## src/rtl/wash_pkg.sv

```systemverilog
// Shared encodings for the washing-machine front end and wash FSM.
package wash_pkg;

  typedef enum logic [1:0] {
    SEL_NONE   = 2'b00,
    SEL_BASIC  = 2'b01,
    SEL_NORMAL = 2'b10,
    SEL_HEAVY  = 2'b11
  } wash_sel_e;

  typedef enum logic [1:0] {
    S_IDLE   = 2'b00,
    S_ARMED  = 2'b01,
    S_LOCKED = 2'b10
  } wash_state_e;

  // Heavy wins over normal, normal over basic.
  function automatic wash_sel_e encode_sel(input logic basic, input logic normal,
                                           input logic heavy);
    if (heavy) begin
      return SEL_HEAVY;
    end else if (normal) begin
      return SEL_NORMAL;
    end else if (basic) begin
      return SEL_BASIC;
    end
    return SEL_NONE;
  endfunction

endpackage

```

## src/rtl/input_debouncer.sv

```systemverilog
// Two-flop synchronizer followed by a stability counter that gates level changes.
module input_debouncer #(
  parameter int unsigned DEBOUNCE_CYCLES = 16
) (
  input  logic clock,
  input  logic reset,
  input  logic raw,
  output logic level
);

  localparam int unsigned CntW = $clog2(DEBOUNCE_CYCLES + 1);
  localparam logic [CntW-1:0] CntLast = CntW'(DEBOUNCE_CYCLES - 1);
  localparam logic [CntW-1:0] CntOne = CntW'(1);

  logic            sync1_q, sync2_q;
  logic            level_q, level_d;
  logic [CntW-1:0] cnt_q, cnt_d;

  // Counter clears on any agreeing cycle; the level flips on the cycle the count would hit the limit.
  always_comb begin
    cnt_d   = '0;
    level_d = level_q;
    if (sync2_q != level_q) begin
      if (cnt_q == CntLast) begin
        level_d = sync2_q;
      end else begin
        cnt_d = cnt_q + CntOne;
      end
    end
  end

  always_ff @(posedge clock) begin
    if (reset) begin
      sync1_q <= 1'b0;
      sync2_q <= 1'b0;
      level_q <= 1'b0;
      cnt_q   <= '0;
    end else begin
      sync1_q <= raw;
      sync2_q <= sync1_q;
      level_q <= level_d;
      cnt_q   <= cnt_d;
    end
  end

  assign level = level_q;

endmodule

```

## src/rtl/wash_input_conditioner.sv

```systemverilog
// Conditions raw coin/select/lid switches for the wash FSM: coin pulse, locked selection, step tick.
// Optional COIN_LOCKOUT_EN suppresses coin pulses while the selection is locked.
module wash_input_conditioner
  import wash_pkg::*;
#(
  parameter int unsigned DEBOUNCE_CYCLES = 16,
  parameter int unsigned STEP_DIV        = 50000000
) (
  input  logic       clock,
  input  logic       reset,
  input  logic       coin_raw,
  input  logic       basic_raw,
  input  logic       normal_raw,
  input  logic       heavy_raw,
  input  logic       lid_raw,
  input  logic       run_done,
  output logic       coin_pulse,
  output logic [1:0] wash_sel,
  output logic       lid_closed,
  output logic       sel_locked,
  output logic       step_tick
);

  localparam int unsigned StepW = $clog2(STEP_DIV + 1);
  localparam logic [StepW-1:0] StepLast = StepW'(STEP_DIV - 1);
  localparam logic [StepW-1:0] StepOne = StepW'(1);

  logic [4:0] raw_vec, lvl_vec;
  logic       coin_lvl, basic_lvl, normal_lvl, heavy_lvl, lid_lvl;

  assign raw_vec = {lid_raw, heavy_raw, normal_raw, basic_raw, coin_raw};
  assign {lid_lvl, heavy_lvl, normal_lvl, basic_lvl, coin_lvl} = lvl_vec;

  for (genvar i = 0; i < 5; i++) begin : g_db
    input_debouncer #(
      .DEBOUNCE_CYCLES(DEBOUNCE_CYCLES)
    ) u_db (
      .clock(clock),
      .reset(reset),
      .raw  (raw_vec[i]),
      .level(lvl_vec[i])
    );
  end

  wash_state_e      state_q, state_d;
  wash_sel_e        sel_q, sel_d, sel_live, sel_out;
  logic             locked;
  logic             coin_lvl_q, coin_rise;
  logic [StepW-1:0] step_q, step_d;
  logic             tick_q, tick_d;

  assign sel_live = encode_sel(basic_lvl, normal_lvl, heavy_lvl);
  assign locked   = (state_q == S_LOCKED);

  always_comb begin
    state_d = state_q;
    sel_d   = sel_q;
    sel_out = SEL_NONE;
    unique case (state_q)
      S_IDLE: begin
        if (sel_live != SEL_NONE) state_d = S_ARMED;
      end
      S_ARMED: begin
        sel_out = sel_live;
        if (lid_lvl && (sel_live != SEL_NONE)) begin
          state_d = S_LOCKED;
          sel_d   = sel_live;
        end else if (sel_live == SEL_NONE) begin
          state_d = S_IDLE;
        end
      end
      S_LOCKED: begin
        sel_out = sel_q;
        if (run_done) state_d = S_IDLE;
      end
      default: state_d = S_IDLE;
    endcase
  end

  // Counter sits at zero outside the lock, so entry and exit both start it from zero.
  always_comb begin
    step_d = step_q;
    tick_d = 1'b0;
    if (!locked || run_done) begin
      step_d = '0;
    end else if (lid_lvl) begin
      if (step_q == StepLast) begin
        step_d = '0;
        tick_d = 1'b1;
      end else begin
        step_d = step_q + StepOne;
      end
    end
  end

  always_ff @(posedge clock) begin
    if (reset) begin
      state_q    <= S_IDLE;
      sel_q      <= SEL_NONE;
      coin_lvl_q <= 1'b0;
      step_q     <= '0;
      tick_q     <= 1'b0;
    end else begin
      state_q    <= state_d;
      sel_q      <= sel_d;
      coin_lvl_q <= coin_lvl;
      step_q     <= step_d;
      tick_q     <= tick_d;
    end
  end

  // Rising edge of the debounced level, high in the cycle right after the level flips.
  assign coin_rise = coin_lvl & ~coin_lvl_q;

`ifdef COIN_LOCKOUT_EN
  assign coin_pulse = coin_rise & ~locked;
`else
  assign coin_pulse = coin_rise;
`endif

  assign wash_sel   = sel_out;
  assign lid_closed = lid_lvl;
  assign sel_locked = locked;
  assign step_tick  = tick_q;

endmodule
```

## config.mk

```make
export PLATFORM = sky130hd
export DESIGN_NAME = wash_input_conditioner
export DESIGN_NICKNAME = d
export VERILOG_FILES = /design/src/rtl/wash_pkg.sv /design/src/rtl/input_debouncer.sv /design/src/rtl/wash_input_conditioner.sv
export SDC_FILE = /design/constraint.sdc
export NUM_CORES = 1
export LEC_CHECK = 0
export CAP_MARGIN = 20
export CELL_PAD_IN_SITES_DETAIL_PLACEMENT = 1
export CELL_PAD_IN_SITES_GLOBAL_PLACEMENT = 1
export CORE_MARGIN = 3
export CORE_UTILIZATION = 46
export CTS_CLUSTER_SIZE = 20
export DETAILED_ROUTE_END_ITERATION = 12
export MAX_ROUTING_LAYER = met4
export PLACE_DENSITY = 0.84
export SETUP_SLACK_MARGIN = 0.4
export SYNTH_ARGS = -nofsm -noshare
export SYNTH_HDL_FRONTEND = slang
export SYNTH_SLANG_ARGS = --single-unit
```

## constraint.sdc

```tcl
create_clock -name clock -period 2.3 [get_ports clock]
set_input_delay 0.23 -clock clock [delete_from_list [all_inputs] [get_ports clock]]
set_output_delay 0.23 -clock clock [all_outputs]
set_load 0.02 [all_outputs]
```

# == Word-level counts from Yosys, hierarchy flattened ==
# Index checks and enable logic that the tools add are counted.
# word_totals
register_bits,72
latchBits,0
ram_bits,0
rom_bits,0
word_cells,90
memories,0
# classes
n_addsub,6
mul,0
div,0
order_cmp,0
eq_ne,16
shifts,0
muxes,15
bitwise_logic,8
n_reduce_logical,20
# op_table
op,count
$add A26 B1 Y26 const B,1
$eq A26 B26 Y1 const B,1
$mux W26,1
$add A5 B1 Y5 const B,5
$eq A5 B4 Y1 const B,5
$reduce_or A3 Y1,6
$mux W2,8
$reduce_and A2 Y1,6
$not A1 Y1,7
$pmux W2 S3,1
$ne A1 B1 Y1,5
$logic_not A2 Y1,2
$mux W1,4
$ne A2 B2 Y1 const B,2
$pmux W2 S2,1
$ne A3 B3 Y1 const B,1
$reduce_and A3 Y1,1
$eq A2 B1 Y1 const B,1
$eq A2 B2 Y1 const B,1
$reduce_bool A2 Y1,1
$reduce_or A2 Y1,1
$and A1 B1 Y1,1
$logic_and A1 B1 Y1,1
$logic_not A1 Y1,1
$logic_or A1 B1 Y1,1

# == Longest topological paths before layout ==
# Gate-level depths: netlist (run 1).
# logic_depth
ltp_word,8
mapped_depth,7

# == Cells and area by module ==
# From an unflattened synthesis (run 1), not the netlist that was laid out.
# hier_totals
hier_cells,322
hier_area_um2,3109.2
# modules_own_cells
mod,instances,cells_per_inst,area_per_inst_um2,seq_area_each_um2
wash_input_conditioner,1,187,1676.6,640.6
input_debouncer,5,27,286.5,160.2

# == Worst setup path after synthesis (run 1) ==
# No wires, ideal clock.
# synth_path
path_kind,reg-to-reg
start,reg g_db[4].u_db.level_q
end,reg step_q[21]
setup_ns,0.071
arrival_time_ns,1.920
required_time_ns,2.229
path_slack_ns,0.309
path_stages_with_launch,5
n_path_buf,0
cell_sequence,dfxtp_1 > nand4_1 > or4_4 > or4_1 > a21oi_1
# synth_lines
element,line,rtl
start: declaration,input_debouncer.sv:16,"logic level_q, level_d;"
start signal: assignment,input_debouncer.sv:41,level_q <= level_d;
end signal: assignment,wash_input_conditioner.sv:107,step_q <= step_d;
end: declaration,wash_input_conditioner.sv:49,"logic [StepW-1:0] step_q, step_d;"

# == Worst setup path after layout (run 1) ==
# layout_path
start,reg step_q[1]
end,reg step_q[24]
# layout_between
elab_chain_len,2
elab_cells_between_ends,3
cone_classes,add/sub: 1; eq/ne: 1; mux: 1
# layout_lines
element,line,rtl
$add A26 B1 Y26 / $eq A26 B26 Y1 (equally long branches),"wash_input_conditioner.sv:91, wash_input_conditioner.sv:87",
$mux W26 (*),wash_input_conditioner.sv:87,if (step_q == StepLast) begin
# Mark *: on every way between the ends. The rest lies on a longest branch, timed or not.
# A chain may end at the register's enable or synchronous reset.

==> results of run 1 <==
## how the worst min path moves through the flow
| stage | start | endpoint | slack [ns] |
|---|---|---|---|
| CTS | normal_raw | g_db[2].u_db.sync1_q | 0.42 |
| global route | normal_raw | g_db[2].u_db.sync1_q | 0.43 |
| global placement | g_db[1].u_db.sync1_q | g_db[1].u_db.sync2_q | 0.42 |
| finish | normal_raw | g_db[2].u_db.sync1_q | 0.43 |
| floorplan | coin_raw | g_db[0].u_db.sync1_q | 0.36 |
| detailed placement | g_db[0].u_db.sync1_q | g_db[0].u_db.sync2_q | 0.44 |
## power by group
part	switching, mW	leakage (nW)	internal [mW]
registers	0.00752	0.593	1.25
logic	0.0306	0.562	0.0341
clock network	0.534	0.0899	0.434
total	0.572	1.24	1.72
## worst max-delay path: cells and delay by family (launching register included)
family	cells	cell delay, ns
AND/OR/NAND/NOR	3	1.16
flip-flops	1	0.37
AO/OA/AOI/OAI	1	0.17
adder cells (fa/ha/maj)	1	0.16
## sequential cells by signal (all words and copies together) (netlist names), 2 cells and up
name / flops
g_db.u_db.cnt_q: 25
g_db.u_db.level: 5
g_db.u_db.sync1_q: 5
g_db.u_db.sync2_q: 5
sel_q: 2
state_q: 2
step_q: 26
## cells in the mapped netlist (2+ instances only)
master and n:
or4_4 3, nor4_1 2, nand4_1 5, nor3_1 5, nand3_1 13, and3_1 7
a21oi_1 12, o31a_1 2, inv_1 18, a21boi_0 2, nor2b_1 13, nor2_1 47
xor2_1 11, ha_1 15, xnor2_1 16, nand2_1 14, mux2i_1 7, or3_1 9
or4_1 5, dfxtp_1 72, and4_1 3, o31ai_1 6, o21ai_0 8, clkbuf_1 9
or3_2 2, nor4b_1 2
## layer usage
layer	vias up	GRT usage [%]
met5	-	-
met4	0	8.65
met3	13	3.10
met2	31	34.5
met1	1226	25.0
li1	1202	-
## through the flow
stage,cells,util [%],instance area (µm²)
after global placement,411,51.5,3290
after CTS,433,55.5,3540
after detailed placement,411,51.5,3290
final,441,57.5,3670
after global routing,441,57.5,3670
after floorplan,327,-,3080
## kinds of logic after synthesis
| logic type | count (synthesis) | synth area share (%) |
|---|---|---|
| xor+xnor | 27 | 7.73 |
| fa+ha+maj | 15 | 6.13 |
| simple gates | 139 | 24.7 |
| compound gates | 38 | 8.22 |
| flops | 72 | 47.1 |
| buf+inv | 29 | 3.84 |
| mux | 7 | 2.29 |
## final cells by class
class / count / share of cell area [%]
clock buffer: 10 / 3.75
clock inverter: 6 / 1.36
inverter: 18 / 1.84
multi-input combinational: 227 / 43.0
sequential: 72 / 40.3
tap: 77 / 2.62
timing repair buffer: 31 / 7.12
## timing repair
| action | in CTS | in global routing |
|---|---|---|
| cloned | 1 | 0 |
| setup endpoints to repair | 13 | 27 |
| pin swaps | 3 | 9 |
| buffers inserted | 5 | 8 |
| resized for setup | 12 | 33 |
==> metrics.md, run 1 <==
| Metric | Value |
|---|---|
| Max cap viols | 0 |
| Most common cell after layout, fill and taps aside | dfxtp_1 |
| Register-to-Register Path Depth | 5 |
| Pins over their slew limit | 0 |
| Routed WL | 7.89 mm |
| Crit Path Max Fanout | 5 |
| Clock Skews | 0.00632 ns |
| DR WL met2 | 4.01 mm |
| Per-cell routed wire length | 17.9 µm |
| Critical path origin | step_q[1] |
| DR vias/cell | 5.61 |
| Diode count | 0 |
| Syn Inst Count | 327 |
| Flop-to-flop setup slack | ~0.36 ns |
| Synth cell types | 45 |
| Register area | 1480 µm² |
| ANT nets after route | 0 |
| DR iter-0 viols | 122 |
| Final GP Congestion | 0.759 |
| Largest area contributor in the netlist | dfxtp_1 |
| Crit path to | step_q[24] |
| R2R Path End | step_q[24] |
| Share of the synthesized area in the top cell type | 47.1% |
| Drt pass-1 iters | 4 |
| PD cells | 623 nW/µm² |
| Nets | between 300 and 400 |
| Largest net degree at the start of global routing | 18 |
| Area contributors post-synth | dfxtp_1 47%, ha_1 6.1%, nor2_1 5.8% |
| Number of antenna violations at the first check in global routing | 0 |
| Die footprint | around 7700 µm² |
| Htree depth | 3 |
| Row cnt | 29 |
| # DRC | 0 |
| Highest Signal Layer | met4 |
| First-pass GRT wire length | 12.0 mm |
| Post-Syn Nets | 350 |
| Gr ovfl total | 0 |
| Worst Tran Pin Value | 0.422 ns |
| Req. time, crit path | about 2.6 ns |
| CP cell instances | ha_4 > nand3_2 > or4_4 > or4_1 > a21oi_1 |
| Slew headroom | 71.8% |
| Vias | between 2,000 and 2,500 |
| TritonCTS Sinks | 72 |
| Final Worst Setup Slack | ~0.36 ns |
| Count of final hold-check violations | 0 |
| Synth Register Bits | 72 |
| Initial Util | between 40% and 50% |
| Die W | 87.6 µm |
| Hold Path Class | input pin to register |
| Clock Latency Late Sink | ~0.35 ns |
| Tcrit/Tclk final | a little over four fifths |
| Register area share after synthesis | between 40% and 50% |
| TritonCTS clock tree | built |
| CP Data Arrival Time | approximately 2.2 ns |
| Outcome | finished, final reports clean |
| WHS Path Cells | 2 |
| Setup TNS | 0 ns |
| Reg-to-reg startpoint | step_q[1] |
| Clk slew on worst S/H paths | roughly 0.090 ns |
| IO buf count | 13 |
| Pre-CTS WS | 0.286 ns |
| Post-synth EDFFs | 0 |
| Num CTS Buffers | 9 |
| Total chip power | 2.29 mW |
| P&R area growth vs syn | 20.1% |
| WL met1 | about 3.6 mm |
| Avg Cell Area, Syn | between 9 and 10 µm² |
| Area of the multi-input gates | 1580 µm² |
| Crit Path Category | register to register |
| Slowest stage delay, CP | 0.54 ns |
| Layout cells sized above 1 | about a fifth |
| Met3 WL | 197 µm |
| Most frequent cells in the layout | 57 x dfxtp_1, 47 x nor2_1, 18 x inv_1 |
| Post-DP HPWL | 4.60 mm |
| Worst VDD drop | around 0.00041 V |
| RSZ-0062 raised after global routing | true |
| Mapped cell area | 3060 µm² |
| Hold Slack | 0.428 ns |
| Clk buf depth | 2 |
| Core area | 6390 µm² |
| CTS root buffer | clkbuf_8 |
| I/O pin total | 14 |
| Tot GR Track Use | 20.7% |
| Critical Path Slowest Stage Cell | or4_4 |
| Post-CTS Hold Buffers | 0 |
| Synth async-reset ratio | 0% |
| Vias in the first global route | between 2,000 and 2,500 |
| Die Span Y | 87.6 µm |
| Leakage | 1.24 nW |
| Highest clock rate | approximately 520 MHz |
| Prevailing post-synth register cell | dfxtp_1 |
| # setup viols final | 0 |
| FILL cells | 720 |
| Post-layout min period | 1.94 ns |
| CP Capture Type | register |
| Synthesis Warnings | 0 |
| CP Launch Type | register |
No activity file was read; power rests on OpenSTA's default activity.
==> inputs of run 2 (changes only) <==
==> constraint.sdc (replaced) <==
create_clock -name clock -period 2 [get_ports clock]
set_input_delay 0.2 -clock clock [delete_from_list [all_inputs] [get_ports clock]]
set_output_delay 0.2 -clock clock [all_outputs]
set_load 0.02 [all_outputs]
==> metrics.md, run 2 (synthesized netlist as in run 1, its figures left out) <==
| Metric | Value |
|---|---|
| Worst VDD drop | 0.000574 V |
| Req. time, crit path | ~2.3 ns |
| Die footprint | between 7000 and 8000 µm² |
| Critical path origin | step_q[3] |
| Clock Latency Late Sink | 0.38 ns |
| Htree depth | 3 |
| Post-CTS Hold Buffers | 0 |
| Crit Path Category | register to register |
| Setup TNS | 0 ns |
| Vias | 2,825 |
| Layout cells sized above 1 | 37.2% |
| I/O pin total | 14 |
| Crit Path Max Fanout | 6 |
| Gr ovfl total | 0 |
| Clock Skews | 0.00790 ns |
| Vias in the first global route | 2,887 |
| Num CTS Buffers | 9 |
| Outcome | finished, final reports clean |
| Routed WL | 11.4 mm |
| Crit path to | step_q[24] |
| Pre-CTS WS | 0.0610 ns |
| Cell Area, Placed | about 3400 µm² |
| TritonCTS clock tree | built |
| PD cells | 663 nW/µm² |
| DR vias/cell | 6.05 |
| Initial Util | 47.9% |
| Row cnt | 29 |
| R2R Path End | step_q[24] |
| Largest reg by FF count | step_q |
| DR iter-0 viols | between 150 and 200 |
| CP Launch Type | register |
| Clk slew on worst S/H paths | 0.08 ns |
| Final GP Congestion | 0.818 |
| Most common cell after layout, fill and taps aside | dfxtp_1 |
| Most frequent cells in the layout | 48 x dfxtp_1, 41 x nor2_1, 33 x buf_4 |
| Drt pass-1 iters | 4 |
| # setup viols final | 0 |
| Count of final hold-check violations | 0 |
| Max cap viols | 0 |
| FILL cells | 675 |
| P&R area growth vs syn | 37.3% |
| Register-to-Register Path Depth | 6 |
| Largest net degree at the start of global routing | 22 |
| ANT nets after route | 0 |
| Post-route cell area | 4200 µm² |
| Clk buf depth | 2 |
| Number of flip-flops in the largest register | 26 |
| # DRC | 0 |
| Slew headroom | 73.8% |
| Pins over their slew limit | 0 |
| Diode count | 0 |
| Final Worst Setup Slack | 0.0199 ns |
| Post-layout min period | 1.98 ns |
| Total chip power | about 2.8 mW |
| Core area | 6390 µm² |
| Flop-to-flop setup slack | 0.02 ns |
| Per-cell routed wire length | 24.4 µm |
| Hold Path Class | input pin to register |
| First-pass GRT wire length | 14.9 mm |
| Leakage | 1.48 nW |
| IO buf count | 13 |
| Tcrit/Tclk final | 99.0% |
| Tot GR Track Use | 27.4% |
| TritonCTS Sinks | 72 |
| Reg-to-reg startpoint | step_q[3] |
| Number of antenna violations at the first check in global routing | 0 |
| Die Span Y | 87.6 µm |
| Nets | between 400 and 500 |
| Highest clock rate | 505 MHz |
| Final core utilization | 65.8% |
| Regs by FF count | step_q: 26 flops, g_db.u_db.cnt_q: 25 flops |
| CP Capture Type | register |
| RSZ-0062 raised after global routing | true |
| CP Data Arrival Time | 2.24 ns |
| Worst Tran Pin Value | 0.390 ns |
| CTS root buffer | clkbuf_8 |
| Post-DP HPWL | approximately 4.6 mm |
| Die W | 87.6 µm |
run 2: cell count changes in the layout (fill, tap and decap cells not counted), moves of 5 or more:
| cell | change |
|---|---|
| buf_4 | +17 |
| dfxtp_1 | -9 |
| buf_6 | +8 |
| or3_4 | +8 |
| dfxtp_2 | +7 |
| or3_1 | -7 |
| nor2_1 | -6 |
| ha_1 | -5 |
| nor2_2 | +5 |
run 2: stage by stage:
| step | cells | hold WS, ns |
|---|---|---|
| after floorplan | 327 | 0.328 |
| after global placement | 420 | 0.418 |
| after detailed placement | 420 | 0.434 |
| after CTS | 462 | 0.388 |
| after global routing | 467 | 0.367 |
| final | 467 | 0.383 |
run 2: worst min path at each step:
stage                           end  cells after the start                 start  slack [ns]
2_1_floorplan  g_db[0].u_db.sync1_q                      1              coin_raw        0.33
3_3_place_gp   g_db[1].u_db.sync2_q                      1  g_db[1].u_db.sync1_q        0.42
3_5_place_dp   g_db[2].u_db.sync2_q                      1  g_db[2].u_db.sync1_q        0.43
4_1_cts        g_db[0].u_db.sync1_q                      2              coin_raw        0.39
5_1_grt        g_db[0].u_db.sync1_q                      2              coin_raw        0.37
6_report       g_db[1].u_db.sync1_q                      2             basic_raw        0.38
run 2: area by class of cell:
| class | count | area [µm²] | area share, % |
|---|---|---|---|
| multi-input cells | 227 | 1800 | 42.8 |
| repair buffers | 57 | 538 | 12.8 |
| well taps | 77 | 96.3 | 2.29 |
| clock inverters | 4 | 52.6 | 1.25 |
| inverters | 18 | 72.6 | 1.73 |
| flip-flops and latches | 72 | 1500 | 35.7 |
| clock buffers | 12 | 145 | 3.46 |
run 2: power breakdown:
group | switching [mW] | internal, mW | total, mW
clock network | 0.621 | 0.615 | 1.24
logic | 0.0474 | 0.0547 | 0.102
registers | 0.0124 | 1.43 | 1.45
total | 0.681 | 2.10 | 2.79
run 2: metal layers:
metal / GRT usage, % / routed length (µm) / vias up / part of all wire (%)
met5: - / 0 / - / 0
met4: 15.2 / 710 / 0 / 6.2
met3: 8.09 / 556 / 58 / 4.9
met2: 45.5 / 5900 / 100 / 52
met1: 28.9 / 4230 / 1410 / 37
li1: - / - / 1257 / -
run 2: repair_timing:
action                     CTS  global route
gates resized for setup     70            52
setup endpoints to repair   43            52
pin swaps                   23            21
buffers inserted            23             5
cloned                       3             0
run 2: worst max-delay path, stage by stage (launching register included):
cell,delay [ns]
dfxtp_2,0.37
nand4_4,0.13
buf_4,0.16
buf_4,0.14
or4_4,0.57
o31ai_1,0.41
a21oi_2,0.09
